[src/rtl/random_delay_pkg.sv]
// Shared types and constants for the random-interval timer.
package random_delay_pkg;

  typedef enum logic [1:0] {IDLE, WAIT, EXPIRED} rdt_state_t;

  // Board defaults: 100 MHz clock, 1 ms tick, 2..4.999 s interval.
  localparam int RDT_TICK_DIV_DEFAULT = 100_000;
  localparam int RDT_MIN_MS_DEFAULT   = 2000;
  localparam int RDT_SPAN_MS_DEFAULT  = 3000;

  // Maximal-length Fibonacci tap masks (bit i set = q[i] feeds the XOR).
  function automatic logic [31:0] lfsr_taps(input int w);
    case (w)
      8:       return 32'h0000_00B8;  // x^8+x^6+x^5+x^4+1
      16:      return 32'h0000_B400;  // x^16+x^14+x^13+x^11+1
      24:      return 32'h00E1_0000;  // x^24+x^23+x^22+x^17+1
      32:      return 32'h8020_0003;  // x^32+x^22+x^2+x^1+1
      default: return 32'h0000_0000;
    endcase
  endfunction

endpackage

[src/rtl/random_delay_timer_lfsr.sv]
// Free-running Fibonacci LFSR; shifts every cycle out of reset.
module lfsr
  import random_delay_pkg::*;
#(
  parameter int             W    = 16,
  parameter logic [W-1:0]   SEED = W'(16'hACE1)
) (
  input  logic         clk,
  input  logic         rst_n,
  output logic [W-1:0] q
);

  localparam logic [31:0]  TAPS_ALL = lfsr_taps(W);
  localparam logic [W-1:0] TAPS     = TAPS_ALL[W-1:0];

  if (SEED == '0) begin : g_bad_seed
    $error("lfsr: SEED must be non-zero");
  end
  if (W != 8 && W != 16 && W != 24 && W != 32) begin : g_bad_width
    $error("lfsr: W must be 8, 16, 24 or 32");
  end

  logic [W-1:0] q_q, q_d;

  // Shift left, feedback into bit 0; a non-zero seed never reaches zero.
  always_comb begin
    q_d = {q_q[W-2:0], ^(q_q & TAPS)};
  end

  // LFSR state register.
  always_ff @(posedge clk or negedge rst_n) begin
    if (!rst_n) q_q <= SEED;
    else        q_q <= q_d;
  end

  assign q = q_q;

endmodule

[src/rtl/random_delay_timer.sv]
// Random-interval timer: draws an interval from the LFSR on start,
// counts it down in ms ticks, then raises delay and pulses done.
module random_delay_timer
  import random_delay_pkg::*;
#(
  parameter int                TICK_DIV = RDT_TICK_DIV_DEFAULT,
  parameter int                LFSR_W   = 16,
  parameter logic [LFSR_W-1:0] SEED     = LFSR_W'(16'hACE1),
  parameter int                MIN_MS   = RDT_MIN_MS_DEFAULT,
  parameter int                SPAN_MS  = RDT_SPAN_MS_DEFAULT,
  parameter int                MS_W     = 16
) (
  input  logic            clk,
  input  logic            rst_n,
  input  logic            start,
  input  logic            cancel,
  output logic            busy,
  output logic            delay,
  output logic            done,
  output logic [MS_W-1:0] delay_ms
);

  localparam int SW    = $clog2(SPAN_MS + 1);
  localparam int PW    = LFSR_W + SW;
  localparam int PSC_W = $clog2(TICK_DIV);

  if (TICK_DIV < 2 || MIN_MS < 1 || SPAN_MS < 1 ||
      ((64'(MIN_MS) + 64'(SPAN_MS)) >> MS_W) != 0) begin : g_bad_params
    $error("random_delay_timer: illegal TICK_DIV/MIN_MS/SPAN_MS/MS_W");
  end

  logic [LFSR_W-1:0] lfsr_q;

  lfsr #(.W(LFSR_W), .SEED(SEED)) u_lfsr (
    .clk   (clk),
    .rst_n (rst_n),
    .q     (lfsr_q)
  );

  rdt_state_t       state_q, state_d;
  logic [PSC_W-1:0] presc_q, presc_d;
  logic [MS_W-1:0]  ms_left_q, ms_left_d;
  logic [MS_W-1:0]  delay_ms_q, delay_ms_d;
  logic             busy_q, delay_q, done_q;
  logic [PW-1:0]    prod_sh;
  logic [MS_W-1:0]  draw;
  logic             tick;

  // Scale the LFSR into [0, SPAN_MS) by multiply-and-shift, then offset.
  always_comb begin
    prod_sh = (PW'(lfsr_q) * PW'(SPAN_MS)) >> LFSR_W;
    draw    = MS_W'(MIN_MS) + MS_W'(prod_sh);
  end

  // Next-state logic; cancel has priority over start and over the final tick.
  always_comb begin
    state_d    = state_q;
    presc_d    = presc_q;
    ms_left_d  = ms_left_q;
    delay_ms_d = delay_ms_q;
    tick       = (presc_q == PSC_W'(TICK_DIV - 1));
    case (state_q)
      IDLE, EXPIRED: begin
        if (cancel) begin
          state_d = IDLE;
        end else if (start) begin
          state_d    = WAIT;
          delay_ms_d = draw;
          ms_left_d  = draw;
          presc_d    = '0;
        end
      end
      WAIT: begin
        if (cancel) begin
          state_d = IDLE;
        end else begin
          presc_d = tick ? '0 : presc_q + PSC_W'(1);
          if (tick) begin
            ms_left_d = ms_left_q - MS_W'(1);
            if (ms_left_q == MS_W'(1)) state_d = EXPIRED;
          end
        end
      end
      default: state_d = IDLE;
    endcase
  end

  // State, counters and registered outputs.
  always_ff @(posedge clk or negedge rst_n) begin
    if (!rst_n) begin
      state_q    <= IDLE;
      presc_q    <= '0;
      ms_left_q  <= '0;
      delay_ms_q <= '0;
      busy_q     <= 1'b0;
      delay_q    <= 1'b0;
      done_q     <= 1'b0;
    end else begin
      state_q    <= state_d;
      presc_q    <= presc_d;
      ms_left_q  <= ms_left_d;
      delay_ms_q <= delay_ms_d;
      busy_q     <= (state_d == WAIT);
      delay_q    <= (state_d == EXPIRED);
      done_q     <= (state_q == WAIT) && (state_d == EXPIRED);
    end
  end

  assign busy     = busy_q;
  assign delay    = delay_q;
  assign done     = done_q;
  assign delay_ms = delay_ms_q;

endmodule

[config.mk]
export PLATFORM = sky130hd
export DESIGN_NAME = random_delay_timer
export DESIGN_NICKNAME = d
export VERILOG_FILES = /design/src/rtl/random_delay_pkg.sv /design/src/rtl/random_delay_timer_lfsr.sv /design/src/rtl/random_delay_timer.sv
export SDC_FILE = /design/constraint.sdc
export NUM_CORES = 1
export LEC_CHECK = 0
export ABC_AREA = 1
export BUFFER_PORTS_ARGS = -buffer_cell sky130_fd_sc_hd__clkbuf_2
export CAP_MARGIN = 20
export CORE_ASPECT_RATIO = 1.75
export CORE_MARGIN = 5
export CORE_UTILIZATION = 55
export CTS_BUF_LIST = sky130_fd_sc_hd__clkbuf_8
export CTS_CLUSTER_SIZE = 40
export DETAILED_ROUTE_END_ITERATION = 8
export PLACE_DENSITY = 0.7
export SLEW_MARGIN = 20
export SYNTH_ARGS = -nofsm -noshare
export SYNTH_HDL_FRONTEND = slang
export SYNTH_SLANG_ARGS = --single-unit
[constraint.sdc]
create_clock -name clk -period 10.5 [get_ports clk]
set_input_delay 2.1 -clock clk [delete_from_list [all_inputs] [get_ports clk]]
set_output_delay 2.1 -clock clk [all_outputs]
set_load 0.02 [all_outputs]
Word-level counts from Yosys, hierarchy flattened
Index checks and enable logic that the tools add are counted.
{"block": "totals", "output_inout_bits": 19, "regBits": 70, "elab_cells": 47, "input_bits": 4}
{"block": "op_classes", "n_eq_ne": 10, "addsub": 3, "bitwise": 1, "n_mul": 1, "muxes": 16, "n_reduce_logical": 8}
{"operator": "17-bit 2-to-1 mux", "n": 4}
{"operator": "16-bit 2-to-1 mux", "n": 4}
{"operator": "17-bit case mux with 2 select lines", "n": 1}
{"operator": "16-bit case mux with 2 select lines", "n": 1}
{"operator": "16-bit by 9-bit multiplier with 25-bit output (second input constant)", "n": 1}
{"operator": "17-bit by 1-bit adder with 17-bit output (second input constant)", "n": 1}
{"operator": "17-bit == test (second input constant)", "n": 1}
{"operator": "16-bit by 1-bit == test with 1-bit output (second input constant)", "n": 1}
{"operator": "16-bit parity", "n": 1}
{"operator": "16-bit by 1-bit subtractor with 16-bit output (second input constant)", "n": 1}
{"operator": "11-bit by 12-bit adder with 13-bit output (first input constant)", "n": 1}
{"operator": "2-bit 2-to-1 mux", "n": 5}
{"operator": "2-bit inequality test (second input constant)", "n": 4}
{"operator": "5-bit AND reduction", "n": 1}
{"operator": "2-bit by 1-bit == test with 1-bit output (second input constant)", "n": 2}
{"operator": "2-bit == test (second input constant)", "n": 2}
{"operator": "2-bit case mux with 2 select lines", "n": 1}
{"operator": "4-bit AND reduction", "n": 1}
{"operator": "3-bit AND reduction", "n": 1}
{"operator": "2-bit zero test", "n": 1}
{"operator": "2-bit nonzero test", "n": 1}
{"operator": "2-bit OR reduction", "n": 1}
{"operator": "1-bit logical AND", "n": 1}
{"operator": "1-bit inverter", "n": 1}

Logic depth before layout (Yosys ltp)
Gate-level depths: netlist (run 1).
{"block": "logic_depth", "ltp_word": 7, "depth_mapped": 27, "mapped_depth_nobuf": 27}

Hierarchy
A second synthesis (run 1) with hierarchy kept.
{"block": "unflattened", "hier_cells": 920, "hier_area_um2": 7206.9}
{"module": "random_delay_timer", "seq_area_each_um2": 1276.2, "cells_per_inst": 872, "n_inst": 1, "area_per_inst_um2": 6612.6}
{"module": "lfsr", "seq_area_each_um2": 410.4, "cells_per_inst": 48, "n_inst": 1, "area_per_inst_um2": 594.3}

Worst setup path before layout (run 1)
OpenSTA, ideal clock, no wires.
{"block": "synth_timing", "path_kind": "register to register", "startpoint": "register u_lfsr.q_q[9] (netlist: u_lfsr.q[9])", "endpoint": "register ms_left_q[8]", "t_arrival_ps": 4399, "required_ps": 10376, "slack_ps": 5977, "period_less_slack_ps": 4523, "setup_ps": 124, "stages_incl_launch_ff": 25, "path_buffers": 0, "cell_sequence": "dfrtp_1 -> fa_1 -> inv_1 -> fa_1 -> inv_1 -> fa_1 -> inv_1 -> fa_1 -> inv_1 -> ha_1 -> nand2_1 -> inv_1 -> a21oi_1 -> nand3_2 -> nand2_1 -> nand2_1 -> nand2_1 -> nand2_1 -> ha_1 -> nor2_2 -> nand2_1 -> nand2_1 -> nand3_1 -> o211ai_1 -> nand2_1"}
{"block": "synth_via", "elab_chain_cells": 5}
{"item": "from (decl)", "line_no": "random_delay_timer_lfsr.sv:23", "text": "logic [W-1:0] q_q, q_d;"}
{"item": "from (signal assigned)", "line_no": "random_delay_timer_lfsr.sv:33", "text": "else q_q <= q_d;"}
{"item": "16-bit by 9-bit multiplier with 25-bit output", "line_no": "random_delay_timer.sv:51", "text": "prod_sh = (PW'(lfsr_q) * PW'(SPAN_MS)) >> LFSR_W;"}
{"item": "11-bit by 12-bit adder with 13-bit output", "line_no": "random_delay_timer.sv:52", "text": "draw = MS_W'(MIN_MS) + MS_W'(prod_sh);"}
{"item": "16-bit 2-to-1 mux", "line_no": "random_delay_timer.sv:66", "text": "end else if (start) begin"}
{"item": "16-bit 2-to-1 mux", "line_no": "random_delay_timer.sv:64", "text": "if (cancel) begin"}
{"item": "16-bit case mux with 2 select lines", "line_no": "random_delay_timer.sv:62", "text": "case (state_q)"}
{"item": "to (signal assigned)", "line_no": "random_delay_timer.sv:101", "text": "ms_left_q <= ms_left_d;"}
{"item": "to (decl)", "line_no": "random_delay_timer.sv:42", "text": "logic [MS_W-1:0] ms_left_q, ms_left_d;"}
Every way passes these cells. The select of a mux whose other input is x is not followed.
A chain may end at the register's enable or synchronous reset.

Final worst setup path (run 1)
{"block": "layout_timing", "startpoint": "register u_lfsr.q_q[8] (netlist: u_lfsr.q[8])", "endpoint": "register ms_left_q[8]"}
Same word-level chain as after synthesis.

==> metrics, run 1 <==
ys async rst share=1.00; Area contributors post-synth=dfrtp_1, fa_1, inv_1; Filler Cells Inserted=1200; largest net degree at the start of global routing=68; Final Cell Area=roughly 7500 µm²; first-pass GRT wire length=25.4 mm; Top delay family on crit path=adder cells; CTS H-Tree Depth=3; critical path depth=23; Setup TNS=0 ns; Yosys cell types=50; Starting DRT DRC Count=around 170; synth warn=0; Placeable Area=12500 µm²; GR Overflow Total=0; hold bufs inserted after CTS=0; Vias/cell=approximately 5; I/O pin cnt=23; CTS sink cnt=67; clock tree buffer depth=2; cells after synthesis=880; most used cell along the critical path=nand2_1; final setup violating endpoints=0; Avg Cell Area, Syn=7.94 µm²; Synth top area share=0.211; Pre-antenna DRT Iters=4; max incr delay on CP=0.60 ns; ratio of cells with drive above 1 in the final layout=0.0816; R2R setup slack=5.60 ns; crit share post-route=0.467; normalized max-slew margin=0.417; Antenna diodes=0; DR WL/cell=13.4 µm; cell area after synthesis=6990 µm²; Port Buffers=19; Top FF cell, synth=dfrtp_1; Worst setup SP type=register; Detail Route Antenna Nets=0; post-layout min period=~4.9 ns; Post-layout nets=roughly 1000; CP cell instances=fa_1 -> inv_1 -> fa_1 -> inv_1 -> fa_1 -> inv_1 -> fa_1 -> inv_1 -> ha_1 -> nand2_1 -> nor2_1 -> nand3_1 -> nand3_2 -> nand2_1 -> nand3_1 -> nand2_1 -> ha_1 -> nor2_2 -> nand2_1 -> nand2_1 -> nand3_1 -> o211ai_1 -> nand2_1; RD Place Congestion=0.916; worst reg2reg path startpoint=u_lfsr.q[8]; Switching Fraction=0.360; Max FO, Critical Path=8; worst setup path endpoint=ms_left_q[8]; CP arrival=5.12 ns; vias=5415; critical path required time=10.72 ns; Worst Path Buf+Inv=4; RR Endpoint=ms_left_q[8]; starting density of the core=0.559; Placement Cell Area=7240 µm²; Max VDD drop=~80 µV; layout overhead on the synthesized area=7.02%; post_cts resized=0; Yosys top cell by area=dfrtp_1; gr usage total=0.212; Combinational Power Share=0.290; die area=15200 µm²; Max Slew Vio Count=0; total CTS buffers=9; Final HPWL DP=roughly 12 mm; sequential area share after synthesis=0.241; Lkg Pwr=0.00404 µW; Tightest Pin Transition=approximately 0.88 ns; setup bufs post-CTS=0; TritonCTS clock tree=yes; number of global-route vias before repair=~5800; Worst Path Class, Setup=reg2reg; final hold viol count=0; RSZ-0062 raised after global routing=false; chip height=between 150 and 200 µm; MaxCap Viol Count=0; Flop pwr share=0.391; Worst-path clk slew=roughly 0.07 ns; Max Freq=204 MHz; Final Power=829 µW; worst skew pair latency=0.35 ns; Setup Skew=0.0128 ns; drt drc=0; initial antenna violation count=0; internal power=531 µW; clock share of power=0.319; WL final=14.4 mm; path depth of the worst reg2reg path=23; Die Span X=around 95 µm; pwr/cell area=111 nW/µm²; Hold/Removal Path Class=reg2reg; Yosys reg bits=between 60 and 70; row cnt=54; status=finished clean; Root Driver=clkbuf_8; number of synthesized flops with an enable pin=0; sw power=around 300 µW; Setup crit end kind=register; CP startpoint=u_lfsr.q[8]; Slowest cell on crit path=fa_1
[cell type report]
class / instances / area (µm²) / share of cell area
Multi-Input combinational cell: 564 / 4330 / 0.579
Sequential cell: 67 / 1690 / 0.225
Inverter: 241 / 907 / 0.121
Tap cell: 168 / 210 / 0.0281
Clock buffer: 10 / 138 / 0.0184
Clock inverter: 5 / 103 / 0.0137
Timing Repair Buffer: 20 / 103 / 0.0137
[Yosys cell counts (all sizes together), types with 3 or more instances]
| cell type | number |
|---|---|
| a31oi | 9 |
| buf | 9 |
| nand4 | 7 |
| nand2 | 182 |
| and2 | 3 |
| nor3 | 11 |
| o21bai | 4 |
| nor2 | 67 |
| a21oi | 33 |
| ha | 70 |
| dfrtp | 59 |
| nand3 | 39 |
| inv | 241 |
| o21ai | 28 |
| o211ai | 4 |
| dfstp | 8 |
| nor4 | 6 |
| xor2 | 8 |
| fa | 67 |
| xnor2 | 9 |
[how the worst min path moves through the flow]
stage | to | cells after the start | startpoint
final | u_lfsr.q[1] | 0 | u_lfsr.q[0]
after detailed placement | u_lfsr.q[1] | 0 | u_lfsr.q[0]
after CTS | u_lfsr.q[1] | 0 | u_lfsr.q[0]
after global placement | u_lfsr.q[1] | 0 | u_lfsr.q[0]
after global routing | u_lfsr.q[1] | 0 | u_lfsr.q[0]
after floorplan | u_lfsr.q[6] | 0 | u_lfsr.q[5]
[cell usage in the layout (no fill, tap or decap), types with 5 or more instances in the layout]
master	n
nand2_2	6
nand2_1	176
nor3_1	9
a21oi_1	32
nor2_2	5
fa_1	67
xnor2_1	9
dfstp_2	8
clkbuf_2	18
nand4_1	6
nand3_1	38
inv_1	237
ha_1	70
nor2_1	58
xor2_1	8
a31oi_1	8
clkbuf_8	10
o21ai_0	25
dfrtp_1	59
[stage by stage]
stage	util	worst slack, ns	instances	hold slack, ns
CTS	0.598	5.58	1075	0.459
floorplan	-	5.98	882	0.422
detailed placement	0.579	5.61	1060	0.447
global route	0.598	5.23	1075	0.469
finish	0.598	5.60	1075	0.456
global placement	0.579	5.63	1060	0.449
[flip-flops by register name (all words and copies together) (netlist names)]
signal,count
u_lfsr.q,16
done,1
busy,1
delay_ms,13
delay,1
presc_q,17
ms_left_q,16
state_q,2
[metal layers]
metal | track usage | up-vias | part of all wire
li1 | - | 2715 | -
met1 | 0.223 | 2586 | 0.37
met2 | 0.401 | 81 | 0.57
met3 | 0.0274 | 33 | 0.022
met4 | 0.0946 | 0 | 0.036
met5 | 0 | - | 0
[kinds of logic after synthesis]
group | Yosys count | share of synthesized area
flops | 67 | 0.241
simple gates | 318 | 0.204
other cells | 1 | 0.000536
xor+xnor | 17 | 0.0213
fa+ha+maj | 137 | 0.317
compound gates | 89 | 0.0763
buf+inv | 251 | 0.140
[power groups by stage]
| stage | sequential (µW) | clock (µW) | combinational [µW] |
|---|---|---|---|
| 2_1_floorplan | 332 | 0 | 185 |
| 3_3_place_gp | 328 | 0 | 238 |
| 3_5_place_dp | 328 | 0 | 241 |
| 4_1_cts | 324 | 271 | 242 |
| 5_1_grt | 328 | 281 | 271 |
| 6_report | 324 | 265 | 240 |
No activity file was read; power rests on OpenSTA's default activity.
==> inputs of run 2 (changes only) <==
- ABC_AREA: 1 -> 0
- clock period: 10.5 -> 5.1 ns (I/O delays scaled with it)
==> run 2 against run 1 <==
Compared with the run above:
- critical path depth is 5 lower
- die area down 5.6%
- clock power grew 51%
- largest power group unchanged
- highest routed layer unchanged
==> metrics, run 2 <==
Post-layout nets=915 (-12%); most frequent cells in the layout=inv_1, nand2_1, fa_1; sequential area share after synthesis=0.257 (+0.0156); number of global-route vias before repair=5351 (-7.6%); Max VDD drop=102 µV (+30%); Placeable Area=11600 µm² (-6.8%); xor-xnor portion of the synthesized cell area=0.0360 (+0.0147); final setup violating endpoints=0 (unchanged); total CTS buffers=9 (unchanged); CTS sink cnt=67 (unchanged); CTS H-Tree Depth=3 (unchanged); largest net degree at the start of global routing=35 (-49%); most common cell after layout, fill and taps aside=inv_1; WHS Path Cells=0 (unchanged); WL final=14.2 mm (-1.5%); Root Driver=clkbuf_8; CP arrival=5.17 ns (+0.05 ns); TritonCTS clock tree=yes; Die Span X=92.6 µm (-2.8%); RR Endpoint=ms_left_q[11]; ratio of cells with drive above 1 in the final layout=0.132 (+0.0508); Final WS setup=0.137 ns (-5.46 ns); Yosys cell types=58 (+16%); chip height=155 µm (-2.9%); Lkg Pwr=0.00363 µW (-10%); cell area after synthesis=6570 µm² (-6.1%); Avg Cell Area, Syn=8.98 µm² (+13%); ys async rst share=1.00 (unchanged); Worst Path Class, Setup=reg2reg; status=finished clean; clock tree buffer depth=2 (unchanged); Setup Skew=0.00869 ns (-0.00407 ns); Tightest Pin Transition=0.895 ns (+0.0197 ns); path depth of the worst reg2reg path=18 (-22%); post-synthesis compound-gate area fraction=0.127 (+0.0509); gr usage total=0.211 (-0.000887); mux share of post-synthesis cell area=0.00362 (+0.00362); critical path required time=5.31 ns (-5.41 ns); Synth top area share=0.225 (+0.0137); vias=5071 (-6.4%); Min Hold Slack=0.445 ns (-0.0106 ns); drt drc=0 (unchanged); Max FO, Critical Path=8 (unchanged); most frequent cell after synthesis=inv_1; max reg flops=17 (unchanged); Worst setup SP type=register; register area=1690 µm² (+0.22%); layout overhead on the synthesized area=11.4%; Yosys reg bits=67 (unchanged); post-layout min period=4.96 ns (+0.0613 ns); DR WL/cell=15.5 µm (+16%); final hold viol count=0 (unchanged); Hold Path End=u_lfsr.q[7]; normalized max-slew margin=0.401 (-0.0153); GR Overflow Total=0 (unchanged); number of synthesized flops with an enable pin=0 (unchanged); initial antenna violation count=0 (unchanged); I/O pin cnt=23 (unchanged); largest family of logic cells by synthesized area=adder cells; Max Slew Vio Count=0 (unchanged); starting density of the core=0.564 (+0.00445); RD Place Congestion=0.914 (-0.23%); die area=14300 µm² (-5.6%); Hold Crit Start=u_lfsr.q[6]; simple-gate share of the synthesized area=0.129 (-0.0749); post-synthesis adder-cell area fraction=0.338 (+0.0206); Setup crit end kind=register; MaxCap Viol Count=0 (unchanged); Vias/cell=5.55 (+10%); first-pass GRT wire length=24.3 mm (-4.7%); pwr/cell area=158 nW/µm² (+43%); worst skew pair latency=0.36 ns (about the same); Area contributors post-synth=dfrtp_1, fa_1, ha_1; row cnt=52 (-3.7%); most frequent cells after synthesis=inv_1, ha_1, nand2_1, fa_1, dfrtp_1; R2R setup slack=0.14 ns (-5.46 ns); crit share post-route=0.973 (+0.506); Detail Route Antenna Nets=0 (unchanged); Hold/Removal Path Class=reg2reg; Port Buffers=19 (unchanged); Top FF cell, synth=dfrtp_1; Filler Cells Inserted=973 (-19%); Pre-antenna DRT Iters=4 (unchanged); cells after synthesis=731 (-17%); Worst-path clk slew=0.08 ns (about the same); Yosys top cell by area=dfrtp_1; Final HPWL DP=11.4 mm (-4.5%); Max Freq=201 MHz (-1.2%); footprint of the multi-input gates=4340 µm² (+0.20%); Starting DRT DRC Count=226 (+30%); Antenna diodes=0 (unchanged); worst slack at placement=-0.0120 ns (-5.62 ns); Largest Register=presc_q; synth warn=0 (unchanged); worst reg2reg path startpoint=u_lfsr.q[6]
==> run 2: critical path: stages (launching register included) <==
cell and delay (ns):
dfstp_2 0.64, buf_4 0.15, ha_1 0.17, inv_1 0.06, fa_1 0.49, inv_1 0.05
fa_1 0.53, inv_1 0.05, fa_1 0.52, inv_1 0.04, ha_2 0.39, nand2_1 0.15
nor4_2 0.35, and2_1 0.25, a221oi_4 0.10, xnor2_2 0.21, a2111oi_4 0.37, xnor2_1 0.19
a21oi_1 0.09
==> run 2: what timing repair did <==
item	in CTS	in global routing
setup buffers	2	11
hold buffers	0	0
pin swaps	0	13
resized for setup	3	33
endpoints found under the setup margin	4	12
hold endpoints to repair	0	0
==> run 2: layout make-up <==
cell class	count	area share
Clock buffer	10	0.0188
Inverter	170	0.0873
Tap cell	135	0.0231
Multi-Input combinational cell	479	0.594
Clock inverter	5	0.00411
Sequential cell	67	0.231
Timing Repair Buffer	47	0.0417
==> run 2: worst max path at each step <==
stage,start,to,slack [ns]
after floorplan,u_lfsr.q[9],ms_left_q[12],0.22
after global placement,u_lfsr.q[10],ms_left_q[11],0.01
after detailed placement,u_lfsr.q[10],ms_left_q[11],-0.01
after CTS,u_lfsr.q[7],ms_left_q[11],0.02
after global routing,u_lfsr.q[6],ms_left_q[11],-0.09
final,u_lfsr.q[6],ms_left_q[11],0.14
==> run 2: power breakdown <==
| group | switching, µW | leakage, µW | internal [µW] |
|---|---|---|---|
| combinational | 106 | 0.00269 | 52.7 |
| clock | 217 | 0.0000839 | 184 |
| sequential | 32.5 | 0.000852 | 567 |
==> run 2: cells by family (layout without fill, tap and decap cells) <==
logic type,Yosys count,count (layout)
AO/OA/AOI/OAI,128,128
XOR/XNOR,27,27
buffers and inverters,187,232
multiplexers,2,2
AND/OR/NAND/NOR,182,182
other,1,3
flip-flops,67,67
adder cells (fa/ha/maj),137,137
==> run 2: per-layer routing <==
layer,up-vias,track usage,share of wire
met1,2530,0.224,0.37
met3,29,0.0238,0.022
li1,2432,-,-
met5,-,0,0
met4,0,0.0921,0.028
met2,80,0.408,0.58
==> run 2: per-stage QoR <==
step           cells  cell area [µm²]  power (µW)   util  setup TNS, ns
2_1_floorplan    733             6570         713      -              0
3_3_place_gp     885             6870         762  0.590              0
3_5_place_dp     885             6870         769  0.590        -0.0152
4_1_cts          902             7060        1170  0.606              0
5_1_grt          913             7310        1220  0.628         -0.282
6_report         913             7310        1160  0.628              0
